[src/rtl/alu_seq_if.sv]
// Request/response channel bundle between a command source and the alu_seq front end.
// Master drives requests and consumes responses; slave is the alu_seq side.
interface alu_seq_if #(
    parameter int WIDTH = 32,
    parameter int OPW   = 4
);
    logic             req_valid;
    logic             req_ready;
    logic [OPW-1:0]   req_op;
    logic [WIDTH-1:0] req_a;
    logic [WIDTH-1:0] req_b;
    logic             rsp_valid;
    logic             rsp_ready;
    logic [WIDTH-1:0] rsp_res;
    logic             rsp_zero;
    logic             rsp_overflow;
    logic             rsp_err;

    modport master (
        output req_valid, req_op, req_a, req_b, rsp_ready,
        input  req_ready, rsp_valid, rsp_res, rsp_zero, rsp_overflow, rsp_err
    );

    modport slave (
        input  req_valid, req_op, req_a, req_b, rsp_ready,
        output req_ready, rsp_valid, rsp_res, rsp_zero, rsp_overflow, rsp_err
    );
endinterface

[src/rtl/alu_seq.sv]
// Sequential command front end for the external 32-bit combinational ALU.
// Define ALU_SEQ_MUL_EN to add the multi-pass unsigned multiply (opcode 1000).
//
// state | meaning
// IDLE  | ready for a request; ALU inputs hold the last operands
// EXEC  | single ALU op settling; result captured at the next edge
// MUL   | shift-and-add multiply, one adder pass per cycle
// DONE  | response held until rsp_ready
module alu_seq #(
    parameter int WIDTH = 32,
    parameter int OPW   = 4
) (
    input  logic             clk,
    input  logic             rst,
    alu_seq_if.slave         bus,
    output logic [WIDTH-1:0] alu_a,
    output logic [WIDTH-1:0] alu_b,
    output logic [2:0]       alu_op,
    input  logic [WIDTH-1:0] alu_res,
    input  logic             alu_zero,
    input  logic             alu_overflow
);

    typedef enum logic [1:0] {
        S_IDLE = 2'd0,
        S_EXEC = 2'd1,
`ifdef ALU_SEQ_MUL_EN
        S_MUL  = 2'd3,
`endif
        S_DONE = 2'd2
    } state_t;

    state_t           state_q, state_d;
    logic             req_ready_q, req_ready_d;
    logic             rsp_valid_q, rsp_valid_d;
    logic [WIDTH-1:0] rsp_res_q, rsp_res_d;
    logic             rsp_zero_q, rsp_zero_d;
    logic             rsp_ovf_q, rsp_ovf_d;
    logic             rsp_err_q, rsp_err_d;
    logic [WIDTH-1:0] alu_a_q, alu_a_d;
    logic [WIDTH-1:0] alu_b_q, alu_b_d;
    logic [2:0]       alu_op_q, alu_op_d;

`ifdef ALU_SEQ_MUL_EN
    localparam int             CW     = $clog2(WIDTH);
    localparam logic [OPW-1:0] OP_MUL = OPW'(8);

    logic [WIDTH-1:0] acc_q, acc_d;
    logic [WIDTH-1:0] mcand_q, mcand_d;
    logic [WIDTH-1:0] mplier_q, mplier_d;
    logic [CW-1:0]    iter_q, iter_d;
`endif

    always_comb begin
        state_d     = state_q;
        req_ready_d = req_ready_q;
        rsp_valid_d = rsp_valid_q;
        rsp_res_d   = rsp_res_q;
        rsp_zero_d  = rsp_zero_q;
        rsp_ovf_d   = rsp_ovf_q;
        rsp_err_d   = rsp_err_q;
        alu_a_d     = alu_a_q;
        alu_b_d     = alu_b_q;
        alu_op_d    = alu_op_q;
`ifdef ALU_SEQ_MUL_EN
        acc_d       = acc_q;
        mcand_d     = mcand_q;
        mplier_d    = mplier_q;
        iter_d      = iter_q;
`endif

        case (state_q)
            S_IDLE: begin
                if (bus.req_valid) begin
                    req_ready_d = 1'b0;
                    alu_a_d     = bus.req_a;
                    alu_b_d     = bus.req_b;
                    if (!bus.req_op[3]) begin
                        alu_op_d = bus.req_op[2:0];
                        state_d  = S_EXEC;
                    end
`ifdef ALU_SEQ_MUL_EN
                    else if (bus.req_op == OP_MUL) begin
                        // ALU inputs carry the accumulator and shifted multiplicand from here on
                        acc_d    = '0;
                        mcand_d  = bus.req_a;
                        mplier_d = bus.req_b;
                        iter_d   = CW'(WIDTH - 1);
                        alu_a_d  = '0;
                        alu_b_d  = bus.req_a;
                        alu_op_d = 3'b010;
                        state_d  = S_MUL;
                    end
`endif
                    else begin
                        rsp_res_d   = '0;
                        rsp_zero_d  = 1'b1;
                        rsp_ovf_d   = 1'b0;
                        rsp_err_d   = 1'b1;
                        rsp_valid_d = 1'b1;
                        state_d     = S_DONE;
                    end
                end
            end

            S_EXEC: begin
                rsp_res_d   = alu_res;
                rsp_zero_d  = alu_zero;
                rsp_ovf_d   = alu_overflow;
                rsp_err_d   = 1'b0;
                rsp_valid_d = 1'b1;
                state_d     = S_DONE;
            end

`ifdef ALU_SEQ_MUL_EN
            S_MUL: begin
                acc_d    = mplier_q[0] ? alu_res : acc_q;
                mcand_d  = mcand_q << 1;
                mplier_d = mplier_q >> 1;
                iter_d   = iter_q - CW'(1);
                alu_a_d  = acc_d;
                alu_b_d  = mcand_d;
                if (mplier_d == '0 || iter_q == '0) begin
                    rsp_res_d   = acc_d;
                    rsp_zero_d  = (acc_d == '0);
                    rsp_ovf_d   = 1'b0;
                    rsp_err_d   = 1'b0;
                    rsp_valid_d = 1'b1;
                    state_d     = S_DONE;
                end
            end
`endif

            S_DONE: begin
                if (bus.rsp_ready) begin
                    rsp_valid_d = 1'b0;
                    req_ready_d = 1'b1;
                    state_d     = S_IDLE;
                end
            end

            default: begin
                rsp_valid_d = 1'b0;
                req_ready_d = 1'b1;
                state_d     = S_IDLE;
            end
        endcase
    end

    always_ff @(posedge clk or posedge rst) begin
        if (rst) begin
            state_q     <= S_IDLE;
            req_ready_q <= 1'b1;
            rsp_valid_q <= 1'b0;
            rsp_res_q   <= '0;
            rsp_zero_q  <= 1'b0;
            rsp_ovf_q   <= 1'b0;
            rsp_err_q   <= 1'b0;
            alu_a_q     <= '0;
            alu_b_q     <= '0;
            alu_op_q    <= 3'b000;
`ifdef ALU_SEQ_MUL_EN
            acc_q       <= '0;
            mcand_q     <= '0;
            mplier_q    <= '0;
            iter_q      <= '0;
`endif
        end else begin
            state_q     <= state_d;
            req_ready_q <= req_ready_d;
            rsp_valid_q <= rsp_valid_d;
            rsp_res_q   <= rsp_res_d;
            rsp_zero_q  <= rsp_zero_d;
            rsp_ovf_q   <= rsp_ovf_d;
            rsp_err_q   <= rsp_err_d;
            alu_a_q     <= alu_a_d;
            alu_b_q     <= alu_b_d;
            alu_op_q    <= alu_op_d;
`ifdef ALU_SEQ_MUL_EN
            acc_q       <= acc_d;
            mcand_q     <= mcand_d;
            mplier_q    <= mplier_d;
            iter_q      <= iter_d;
`endif
        end
    end

    assign bus.req_ready    = req_ready_q;
    assign bus.rsp_valid    = rsp_valid_q;
    assign bus.rsp_res      = rsp_res_q;
    assign bus.rsp_zero     = rsp_zero_q;
    assign bus.rsp_overflow = rsp_ovf_q;
    assign bus.rsp_err      = rsp_err_q;
    assign alu_a            = alu_a_q;
    assign alu_b            = alu_b_q;
    assign alu_op           = alu_op_q;

endmodule
[src/flat_wrapper.sv]
// flat-port wrapper written by rule: the top's interface ports become plain ports
module alu_seq_flat 
#(
    parameter int WIDTH = 32,
    parameter int OPW   = 4
)
  (clk, rst, alu_a, alu_b, alu_op, alu_res, alu_zero, alu_overflow, bus_req_valid, bus_req_op, bus_req_a, bus_req_b, bus_rsp_ready, bus_req_ready, bus_rsp_valid, bus_rsp_res, bus_rsp_zero, bus_rsp_overflow, bus_rsp_err);
  alu_seq_if #(.WIDTH(WIDTH), .OPW(OPW)) bus_i ();
  input  logic clk;
  input  logic rst;
  output logic [WIDTH-1:0] alu_a;
  output logic [WIDTH-1:0] alu_b;
  output logic [2:0] alu_op;
  input  logic [WIDTH-1:0] alu_res;
  input  logic alu_zero;
  input  logic alu_overflow;
  input wire logic [$bits(bus_i.req_valid)-1:0] bus_req_valid;
  input wire logic [$bits(bus_i.req_op)-1:0] bus_req_op;
  input wire logic [$bits(bus_i.req_a)-1:0] bus_req_a;
  input wire logic [$bits(bus_i.req_b)-1:0] bus_req_b;
  input wire logic [$bits(bus_i.rsp_ready)-1:0] bus_rsp_ready;
  output wire logic [$bits(bus_i.req_ready)-1:0] bus_req_ready;
  output wire logic [$bits(bus_i.rsp_valid)-1:0] bus_rsp_valid;
  output wire logic [$bits(bus_i.rsp_res)-1:0] bus_rsp_res;
  output wire logic [$bits(bus_i.rsp_zero)-1:0] bus_rsp_zero;
  output wire logic [$bits(bus_i.rsp_overflow)-1:0] bus_rsp_overflow;
  output wire logic [$bits(bus_i.rsp_err)-1:0] bus_rsp_err;
  assign bus_i.req_valid = bus_req_valid;
  assign bus_i.req_op = bus_req_op;
  assign bus_i.req_a = bus_req_a;
  assign bus_i.req_b = bus_req_b;
  assign bus_i.rsp_ready = bus_rsp_ready;
  assign bus_req_ready = bus_i.req_ready;
  assign bus_rsp_valid = bus_i.rsp_valid;
  assign bus_rsp_res = bus_i.rsp_res;
  assign bus_rsp_zero = bus_i.rsp_zero;
  assign bus_rsp_overflow = bus_i.rsp_overflow;
  assign bus_rsp_err = bus_i.rsp_err;
  alu_seq #(.WIDTH(WIDTH), .OPW(OPW)) u_core (.clk(clk), .rst(rst), .bus(bus_i), .alu_a(alu_a), .alu_b(alu_b), .alu_op(alu_op), .alu_res(alu_res), .alu_zero(alu_zero), .alu_overflow(alu_overflow));
endmodule
[config.mk]
export PLATFORM = sky130hd
export DESIGN_NAME = alu_seq_flat
export DESIGN_NICKNAME = d
export VERILOG_FILES = /design/src/rtl/alu_seq_if.sv /design/src/rtl/alu_seq.sv /design/src/flat_wrapper.sv
export SDC_FILE = /design/constraint.sdc
export NUM_CORES = 1
export LEC_CHECK = 0
export ABC_AREA = 1
export CAP_MARGIN = 25
export CORE_AREA = 2 2 108 100
export CTS_BUF_LIST = sky130_fd_sc_hd__clkbuf_16
export DETAILED_ROUTE_END_ITERATION = 10
export DIE_AREA = 0 0 110 102
export GPL_ROUTABILITY_DRIVEN = 0
export PLACE_DENSITY = 0.86
export SETUP_SLACK_MARGIN = 0.15
export SLEW_MARGIN = 20
export SYNTH_ARGS = -nofsm -noshare
export SYNTH_HDL_FRONTEND = slang
export SYNTH_SLANG_ARGS = --single-unit
[constraint.sdc]
create_clock -name clk -period 6.12 [get_ports clk]
set_clock_uncertainty 0.15 [all_clocks]
set_input_delay 1.224 -clock clk [delete_from_list [all_inputs] [get_ports clk]]
set_output_delay 1.224 -clock clk [all_outputs]
set_load 0.03 [all_outputs]
# After elaboration in Yosys (flattened, before gate mapping)

Cells that the tools add are included.

Register bits: 106
Input bits: 106
Output and inout bits: 104

Eq/ne operators: 5
Muxes and demuxes: 19
Bitwise logic cells: 2
Reductions and logical operators: 8

Operators by type and width:

| kind                 | count |
|---|---|
| $mux W32             | 2 |
| $pmux W32 S2         | 1 |
| $reduce_and A3 Y1    | 4 |
| $mux W1              | 7 |
| $mux W2              | 3 |
| $ne A2 B2 Y1 const B | 3 |
| $pmux W1 S2          | 3 |
| $pmux W1 S3          | 2 |
| $pmux W2 S3          | 1 |
| $reduce_and A2 Y1    | 2 |
| $eq A2 B1 Y1 const B | 1 |
| $eq A2 B2 Y1 const B | 1 |
| $logic_not A2 Y1     | 1 |
| $not A1 Y1           | 2 |
| $reduce_bool A2 Y1   | 1 |

# Logic depth before layout (Yosys ltp)

Word-level depth: 3
Mapped depth: 7
Depth with buffers taken out: 5

# Worst setup path before layout

Ideal clock, no wire load.

Path kind: input to register
Start: input port bus_req_valid
End: register u_core.alu_b_q[18], in the netlist u_core.alu_b[18]
Library setup time: 66 ps
Data arrival time: 1,819 ps
Data required time: 5,904 ps
Path slack: 4,085 ps
Cell stages on the path: 4
Cell sequence: buf_2 clkbuf_1 nand3_1 nand2_1

Cells in the longest elaborated chain, start to end: 1

Ends and longest elaborated chain:

| what                        | line               | RTL |
|---|---|---|
| from (decl)                 | flat_wrapper.sv:17 | `input wire logic [$bits(bus_i.req_valid)-1:0] bus_req_valid;` |
| $reduce_and A2 Y1 (no line) | --                 |  |
| to (signal assigned)        | alu_seq.sv:177     | `alu_b_q <= alu_b_d;` |
| to (decl)                   | alu_seq.sv:41      | `logic [WIDTH-1:0] alu_b_q, alu_b_d;` |

No other way between the ends.
A chain may end at the register's enable or synchronous reset.

# Worst setup path in the final report

Start: register u_core.req_ready_q, in the netlist u_core.bus.req_ready
End: output port bus_req_ready

RTL lines:

| what                   | line               | RTL |
|---|---|---|
| from (decl)            | alu_seq.sv:34      | `logic req_ready_q, req_ready_d;` |
| from (signal assigned) | alu_seq.sv:170     | `req_ready_q <= req_ready_d;` |
| to (decl)              | flat_wrapper.sv:22 | `output wire logic [$bits(bus_i.req_ready)-1:0] bus_req_ready;` |

No word-level cell between the ends.

==> impl_metrics.tcl <==
set metrics [dict create \
    ir_drop_uv 284 \
    fp.dieW_um 110 \
    start_util 0.423 \
    yosysUniqueCellTypes 18 \
    syn_nets 571 \
    instances_no_fill 792 \
    cp-start-kind "register" \
    clock-sinks 106 \
    cellLeakagePower_nw 3.23 \
    finalCritPeriodShare 0.476 \
    tns_ps 0 \
    crit_buf_inv 1 \
    p_sw_mw 1.59 \
    synth_seq_cells 106 \
    postCtsSetupRepairBufs 0 \
    fmax_ghz 0.343 \
    ys_seq_area_frac 0.625 \
    p_seq_frac 0.333 \
    cp.required_ps 4750 \
    cts_inserted_buffers 9 \
    cp.arrival_ps 1540 \
    status "completed" \
    port_buffers 209 \
    rows 35 \
    setup_violations 0 \
    grt_overflow 0 \
    antenna_found_initial 0 \
    htree_levels 3 \
    dp_cells 777 \
    syn_to_final_growth_pct 56.4 \
    io_pins 210 \
    p_total_mw 3.65 \
    vias 3899 \
    intPower_mw 2.07 \
    postCtsHoldBufs 0 \
    first_pass_iters 6 \
    die_h_um 102 \
    crit_path_end_kind "output port" \
    path_clk_slew_ps 60 \
    wl_um 12100 \
    antenna_left 0 \
    path_cells "clkdlybuf4s50_1" \
    drt_iter0_markers 312 \
    crit_slowest_cell "clkdlybuf4s50_1" \
    place_ws_ps 3030 \
    cts_tree "done" \
    tightest_slew_ps 690 \
    whs_ps 321 \
    min_period_ps 2910 \
    rsz0062_at_grt "false" \
    routedWlPerCell_um 15.2 \
    die_area_sq_um 11200 \
    cap_violations 0 \
    nets 765 \
    drcViolationCount 0 \
    clkPwrFrac 0.151 \
    pwr-share-comb 0.517 \
    cts_resized 0 \
    crit_family "buffers and inverters" \
    relSlewSlack 0.540 \
    grt_start_max_net_pins 67 \
    fin_ws_ps 3210 \
    hold_path.class "register to register" \
    yosys_warnings 0 \
    netlist_area_sq_um 4250 \
    cts_root_buf "clkbuf_16" \
    via_per_inst 4.92 \
    grtUsageTotal 0.216 \
    grt_pass1_wl_um 18700 \
    clk_latency_ps 330 \
    place.detailed.hpwl_um 8450 \
    clockBufferDepth 2 \
    final_hold_viol_count 0 \
    drive_gt1_frac 0.0422 \
    antenna_cells 0 \
    synth_area_per_cell_sq_um 9.13 \
    switching_share 0.434 \
    slew_viol_final 0 \
    syn_inst 465 \
    dpl_cell_area_sq_um 6360 \
    grt_pass1_vias 3854 \
    core_area_sq_um 10000 \
    power.density_nw_per_um2 550 \
    critPathKind "register to output port" \
    crit_fanout 2 \
    design_area_sq_um 6640 \
    cpPeakStageDelay_ps 680 \
    utilization 0.662 \
]
worst min-delay path, cell delays in order, from the launching register on:
cell and delay, ps:
dfrtp_1 340, nand2_1 50, nand2_1 50
final timing paths:
path | slack, ps | cells after the start | from | endpoint
max | 3210 | 1 | u_core.bus.req_ready$_DFFE_PP1P_ | bus_req_ready
min | 320 | 2 | u_core.bus.rsp_res[12]$_DFFE_PP0P_ | u_core.bus.rsp_res[12]$_DFFE_PP0P_
max reg2reg | 3750 | 6 | u_core.state_q[0]$_DFFE_PP0P_ | u_core.bus.rsp_res[10]$_DFFE_PP0P_
min reg2reg | 320 | 2 | u_core.bus.rsp_res[12]$_DFFE_PP0P_ | u_core.bus.rsp_res[12]$_DFFE_PP0P_
max in group asynchronous | 3500 | 3 | rst | u_core.bus.rsp_res[22]$_DFFE_PP0P_
min in group asynchronous | 1190 | 2 | rst | u_core.alu_a[15]$_DFFE_PP0P_
cell families (layout without fill, tap and decap cells):
| group | Yosys count | after routing | synth area share |
|---|---|---|---|
| AO/OA/AOI/OAI | 5 | 5 | 0.00678 |
| flip-flops | 106 | 106 | 0.625 |
| buffers and inverters | 37 | 235 | 0.0522 |
| AND/OR/NAND/NOR | 317 | 317 | 0.316 |
cells in the mapped netlist, drive strengths merged:
| master | count | area share |
|---|---|---|
| a21oi | 1 | 0.0021 |
| buf | 22 | 0.039 |
| clkbuf | 9 | 0.0080 |
| dfrtp | 105 | 0.62 |
| dfstp | 1 | 0.0062 |
| inv | 6 | 0.0053 |
| nand2 | 212 | 0.19 |
| nand3 | 99 | 0.12 |
| nand3b | 1 | 0.0018 |
| nor2 | 5 | 0.0080 |
| o21ai | 4 | 0.0047 |
sequential cells by signal, indices dropped and copies added, names as in the netlist, 2 cells and up:
name,count
u_core.state_q,2
u_core.bus.rsp_res,32
u_core.alu_b,32
u_core.alu_op,3
u_core.alu_a,32
power by group through the flow:
stage	combinational [mW]	sequential [mW]	clock [mW]
after floorplan	0.470	1.82	0
after detailed placement	1.90	1.22	0
after global routing	2.01	1.25	0.600
after global placement	1.84	1.22	0
after CTS	1.90	1.22	0.568
final	1.89	1.21	0.551
placed cells by master, fill, tap and decap left out, types with 2 or more instances in the layout:
master and count:
nand2_1 209, nand2_2 2, nor2_1 3, buf_4 3, clkinv_1 2, dfrtp_1 105
inv_1 4, nand3_1 99, o21ai_0 4, nor2_4 2, clkbuf_16 9, clkdlybuf4s50_1 208
per-layer routing:
metal / GRT usage / vias up / share of wire
li1: - / 1871 / -
met1: 0.265 / 1845 / 0.41
met4: 0.0730 / 0 / 0.016
met5: 0 / - / 0
met3: 0.0555 / 16 / 0.080
met2: 0.370 / 167 / 0.49
final cells by class:
cell class	count	area, sq um
Clock buffer	9	225
Clock inverter	6	58.8
Fill cell	795	3390
Inverter	6	25.0
Multi-Input combinational cell	322	1370
Sequential cell	106	2650
Tap cell	129	161
Timing Repair Buffer	214	2140
Note: power is estimated with default switching activity, not from simulation.
